==> config.mk <==
export PLATFORM = sky130hd
export DESIGN_NAME = truth_table_sweeper
export DESIGN_NICKNAME = d
export VERILOG_FILES = /design/src/rtl/truth_table_sweeper.sv
export SDC_FILE = /design/constraint.sdc
export NUM_CORES = 1
export LEC_CHECK = 0
export CORE_MARGIN = 1.5
export CORE_UTILIZATION = 55
export CTS_CLUSTER_DIAMETER = 50
export DETAILED_ROUTE_END_ITERATION = 12
export PLACE_DENSITY = 0.89
export SETUP_SLACK_MARGIN = 0.05
export SLEW_MARGIN = 20
export SYNTH_ARGS = -nofsm -noshare
export SYNTH_HDL_FRONTEND = slang
export SYNTH_SLANG_ARGS = --single-unit
==> constraint.sdc <==
create_clock -name clk -period 5.6 [get_ports clk]
set_input_delay 1.4 -clock clk [delete_from_list [all_inputs] [get_ports clk]]
set_output_delay 1.4 -clock clk [all_outputs]
set_load 0.02 [all_outputs]
==> src/rtl/truth_table_sweeper.sv <==
// Stimulus driver and checker for a 2-input combinational unit.
// Walks rows 00..11, samples after a settle window, flags mismatches.
module truth_table_sweeper #(
    parameter int unsigned SETTLE = 2,
    parameter logic [3:0]  EXPECT = 4'b0001,
    parameter logic [3:0]  CARE   = 4'b0111
) (
    input  logic       clk,
    input  logic       rst_n,
    input  logic       start,
    input  logic       abort,
    output logic       dut_a,
    output logic       dut_b,
    input  logic       dut_out,
    output logic       busy,
    output logic       done,
    output logic       pass,
    output logic [3:0] fail_mask,
    output logic [3:0] obs
);

    typedef enum logic [1:0] {
        IDLE,
        WAIT,
        SAMPLE,
        DONE
    } state_t;

    localparam logic [7:0] LAST = 8'(SETTLE - 1);

    state_t     state;
    logic [1:0] idx;
    logic [7:0] cnt;
    logic       miss;

    assign miss = CARE[idx] & (dut_out ^ EXPECT[idx]);
    assign busy = (state == WAIT) || (state == SAMPLE);
    assign done = (state == DONE);

    always_ff @(posedge clk or negedge rst_n) begin
        if (!rst_n) begin
            state     <= IDLE;
            idx       <= 2'd0;
            cnt       <= 8'd0;
            dut_a     <= 1'b0;
            dut_b     <= 1'b0;
            pass      <= 1'b0;
            fail_mask <= 4'd0;
            obs       <= 4'd0;
        end else begin
            unique case (state)
                IDLE: begin
                    if (start) begin
                        fail_mask      <= 4'd0;
                        obs            <= 4'd0;
                        pass           <= 1'b0;
                        idx            <= 2'd0;
                        cnt            <= 8'd0;
                        {dut_a, dut_b} <= 2'b00;
                        state          <= WAIT;
                    end
                end
                WAIT: begin
                    if (abort) begin
                        {dut_a, dut_b} <= 2'b00;
                        pass           <= 1'b0;
                        state          <= IDLE;
                    end else begin
                        cnt <= cnt + 8'd1;
                        if (cnt == LAST) begin
                            state <= SAMPLE;
                        end
                    end
                end
                SAMPLE: begin
                    if (abort) begin
                        {dut_a, dut_b} <= 2'b00;
                        pass           <= 1'b0;
                        state          <= IDLE;
                    end else begin
                        obs[idx] <= dut_out;
                        if (miss) begin
                            fail_mask[idx] <= 1'b1;
                        end
                        if (idx == 2'd3) begin
                            // pass must already be valid while done is high
                            pass  <= ~|{fail_mask, miss};
                            state <= DONE;
                        end else begin
                            idx            <= idx + 2'd1;
                            {dut_a, dut_b} <= idx + 2'd1;
                            cnt            <= 8'd0;
                            state          <= WAIT;
                        end
                    end
                end
                DONE: begin
                    {dut_a, dut_b} <= 2'b00;
                    state          <= IDLE;
                end
            endcase
        end
    end

endmodule

==> Word-level counts from Yosys, hierarchy flattened <==
Index checks and enable logic that the tools add are counted.
{ "totals": {"memories": 0, "reg_bits": 23, "inputBits": 5, "output_inout_bits": 13, "elab_cells": 82, "romBits": 0, "ram_bits": 0, "latch_bits": 0} }
{ "op_classes": {"muxes": 39, "n_mul": 0, "div": 0, "n_eq_ne": 14, "reduce_logical": 14, "n_lt_le_gt_ge": 2, "add_sub_neg": 2, "shift": 0, "bitwise_logic": 3} }
{ "ops": {"columns": ["cell", "n"], "rows": [
  ["$mux 8", 4],
  ["$pmux 8 s3", 1],
  ["$mux 2", 8],
  ["$mux 4", 4],
  ["$pmux 4 s2", 2],
  ["$ne 2x2->1 const B", 6],
  ["$reduce_and 4->1", 3],
  ["$mux 1", 11],
  ["$add 8x1->8 const B", 1],
  ["$eq 8x1->1 const B", 1],
  ["$pmux 1 s4", 2],
  ["$pmux 2 s4", 1],
  ["$eq 2x2->1 const B", 3],
  ["$ne 3x2->1 const B", 2],
  ["$reduce_and 3->1", 2],
  ["$reduce_and 5->1", 1],
  ["$reduce_or 5->1", 1],
  ["$bmux 1 s2", 2],
  ["$bwmux 4", 1],
  ["$or 4x4->4", 1],
  ["$pmux 2 s2", 1],
  ["$lt 2x3->1 const B", 1],
  ["$ne 3x3->1 const B", 1],
  ["$pmux 1 s3", 1],
  ["other kinds (13)", 13]
]} }

==> Depth between registers and ports, before layout <==
{ "logic_depth": {"ltp_word": 9, "mapped_depth": 8, "mapped_depth_nobuf": 7} }

==> Least setup slack after synthesis <==
Ideal clock, no wire load.
{ "synth_path": {"path_type": "input-to-reg", "startpoint": "input abort", "endpoint": "register cnt[7]", "t_required_ps": 5523, "setup_ps": 77, "path_stages": 5, "path_slack_ps": 3108, "arrival_time_ps": 2415, "path_buffers": 1, "path_cell_list": "clkbuf_1 > nand2_1 > nand4_2 > or4_1 > a21oi_1"} }
{ "synth_via": {"elab_chain_cells": 2, "word_cells_on_any_way": 3, "classes_between": "2 x eq/ne; 1 x reduce/logical"} }
{ "synth_lines": {"columns": ["item", "line_no", "source"], "rows": [
  ["start: declaration", "11", "input logic abort,"],
  ["$ne 2x2->1 (no line)", null, null],
  ["$reduce_and 5->1 (no line) *", null, null],
  ["end signal: assignment", "69", "cnt <= cnt + 8'd1;"],
  ["end: declaration", "33", "logic [7:0] cnt;"]
]} }
Every way passes the cells marked *; elsewhere a longest branch is shown, timed or not.
A chain may end at the register's enable or synchronous reset.

==> Worst setup path in the final report <==
{ "layout_path": {"startpoint": "register state[1]", "endpoint": "output busy"} }
{ "layout_via": {"elab_chain_cells": 2, "word_cells_on_any_way": 3, "classes_between": "2 x eq/ne; 1 x reduce/logical"} }
{ "layout_lines": {"columns": ["item", "line_no", "source"], "rows": [
  ["start: declaration", "31", "state_t state;"],
  ["start signal: assignment", "42", "state <= IDLE;"],
  ["start signal: assignment", "60", "state <= WAIT;"],
  ["start signal: assignment", "67", "state <= IDLE;"],
  ["$eq 2x1->1 or $eq 2x2->1 (tied branches)", "37", "assign busy = (state == WAIT) || (state == SAMPLE);"],
  ["$logic_or 1x1->1 *", "37", null],
  ["end: declaration", "15", "output logic busy,"]
]} }
Marks and branches as above.

==> results_dict.tcl <==
set metrics [dict create \
    grt_max_degree 24 \
    post_cts_buffers 0 \
    synth_top_area_share_pct 41.5 \
    critPathBufInv 2 \
    rows 18 \
    clock.fmax_ghz 0.316 \
    post_drt_wl_per_cell_um 14.7 \
    io_buffers 17 \
    ir_drop_v 0.000273 \
    via_count 1099 \
    insertion_delay_ns 0.34 \
    tightest_slew_ns 0.499 \
    die_y_um 53.2 \
    slowest_stage "clkdlybuf4s50_1" \
    first_pass_iters 5 \
    crit_type "flop to output port" \
    core_region_area_sq_mm 0.00243 \
    syn_inst 144 \
    placed_cell_area_sq_mm 0.00157 \
    routed_wl_um 2800 \
    grt_first_pass_wirelength_um 4510 \
    powerDensity_mw_per_mm2 433 \
    rsz0062_at_grt "false" \
    drive_above_1_share_pct 8.07 \
    root_buffer "clkbuf_4" \
    drtAntennaViolNets 0 \
    drv_slew 0 \
    drtIter0Drc 17 \
    ys.warnings.count 0 \
    drc 0 \
    crit_family "buffers and inverters" \
    cts.repair.resized 0 \
    period_share_pct 56.6 \
    cp_max_fo 5 \
    synth_area_leaders "dfrtp_1, ha_1, a21oi_1" \
    pin_count 18 \
    die_area_sq_mm 0.00283 \
    final_common_cell "dfrtp_1" \
    start_util_pct 57.0 \
    dpl.hpwl_um 2120 \
    fin_area_sq_mm 0.00159 \
    cts_buffer_depth 2 \
    nets 180 \
    crit_path_start_kind "flop" \
    antenna_found_initial 0 \
    diodes 0 \
    hp-start "dut_b$_DFFE_PN0P_" \
    cp-startpoint "state[1]$_DFFE_PN0P_" \
    numCtsBuffers 3 \
    gp_congestion 0.877 \
    power.total_w 0.000689 \
    htreeDepth 1 \
    ys_seq_area_share_pct 41.5 \
    r2r-start "idx[1]$_DFFE_PN0P_" \
    syn2layout_area_growth_pct 14.8 \
    synth_area_leader_cell "dfrtp_1" \
    avgViaCountPerCell 5.75 \
    holdBufCountCts 0 \
    clock_skew_ns 0.0163 \
    setup_viol 0 \
    critPathArrivalTime_ns 1.77 \
    max-cap-violations 0 \
    ys_types 35 \
    synth_fp_nets 162 \
    hold_class "flop to flop" \
    synth_area_per_cell_sq_um 9.63 \
    die_w_um 53.2 \
    leakage_nw 0.701 \
    fin_crit_ns 3.17 \
    crit_chain "inv_1 -> ha_1 -> clkdlybuf4s50_1" \
    endpoint_kind "output port" \
    syn_area_sq_mm 0.00139 \
    hold_viol 0 \
    final_cell_mix "dfrtp_1, clkdlybuf4s50_1, nand2_1, ha_1, a21oi_1" \
    grtUsageTotal_pct 22.7 \
    cp.required_ns 4.20 \
    grt-ovfl-total 0 \
    finalSetupTns_ns 0 \
    max-slew-margin-rel_pct 66.7 \
    cts_tree "built" \
    synth_seq_cells 23 \
    clk_pin_slew_ns 0.14 \
    cp_slowest_stage_delay_ns 0.60 \
    numClockSinks 23 \
    outcome "finished clean" \
    grt_pass1_vias 1037 \
]
-- Yosys cell counts --
master	count
a22o_1	6
and4_1	1
a211oi_1	1
or4_1	3
nand3_2	1
a21oi_1	11
or3_2	1
a31oi_1	1
nor2b_1	4
o31ai_1	4
inv_1	9
a211oi_2	1
nand2b_1	4
nand2_1	14
clkbuf_1	1
nor4b_1	1
or2_1	1
buf_2	2
nor3_1	5
buf_6	1
a21oi_4	1
nor2_1	8
ha_1	13
nand4_2	1
a32o_1	1
nand3b_1	1
o21ai_0	10
dfrtp_1	23
mux2_2	3
nand3_1	3
and2_1	1
and3_1	1
mux2i_1	2
o21a_1	1
or3_1	3
-- routing by layer --
metal  up-vias  GRT usage [%]  routed length, um
li1        545              -                  -
met1       521           29.3               1320
met2        24           33.5               1280
met3         9           5.93                126
met4         0           13.7                 80
met5         -              0                  0
-- through the flow --
stage / util, % / hold WS, ns / setup WS [ns] / cells
floorplan: - / 0.509 / 3.11 / 144
global placement: 64.5 / 0.462 / 2.49 / 187
detailed placement: 64.5 / 0.483 / 2.43 / 187
CTS: 65.6 / 0.511 / 2.43 / 191
global route: 65.4 / 0.527 / 2.34 / 191
finish: 65.4 / 0.507 / 2.43 / 191
-- worst register-to-register path, stage by stage, from the launching register on --
cell	delay, ns
dfrtp_1	0.47
ha_1	0.37
a21oi_4	0.24
nand4_2	0.28
or4_1	0.58
a21oi_1	0.15
-- cell families (layout without fill, tap and decap cells) --
| group | count (synthesis) | in the layout | synth area share (%) |
|---|---|---|---|
| compound gates | 37 | 37 | 17.9 |
| fa+ha+maj | 13 | 13 | 11.7 |
| mux | 5 | 5 | 3.88 |
| buf+inv | 13 | 30 | 4.24 |
| simple gates | 53 | 53 | 20.8 |
| flops | 23 | 23 | 41.5 |
-- cell type report --
cell class | instances | area (sq um)
Fill cell | 191 | 841
Multi-Input combinational cell | 108 | 752
Sequential cell | 23 | 576
Timing Repair Buffer | 17 | 165
Tap cell | 30 | 37.5
Inverter | 9 | 33.8
Clock buffer | 3 | 22.5
Clock inverter | 1 | 5.00
-- flip-flops by register name, indices dropped and copies added (netlist names) --
name       cells
cnt            8
dut_a          1
dut_b          1
fail_mask      4
idx            2
obs            4
pass           1
state          2
-- final timing paths --
check,cells after the start,end,slack [ns]
max,3,busy,2.43
min,2,dut_b$_DFFE_PN0P_,0.51
max reg2reg,5,cnt[6]$_DFFE_PN0P_,3.44
min reg2reg,2,dut_b$_DFFE_PN0P_,0.51
max in group asynchronous,1,cnt[1]$_DFFE_PN0P_,4.24
min in group asynchronous,1,idx[1]$_DFFE_PN0P_,1.00
-- power breakdown --
part           switching [W]  internal [W]
clock              0.0000553     0.0000269
sequential         0.0000315      0.000198
combinational       0.000220      0.000157
total               0.000307      0.000382
Power figures use the tool's default switching activity.
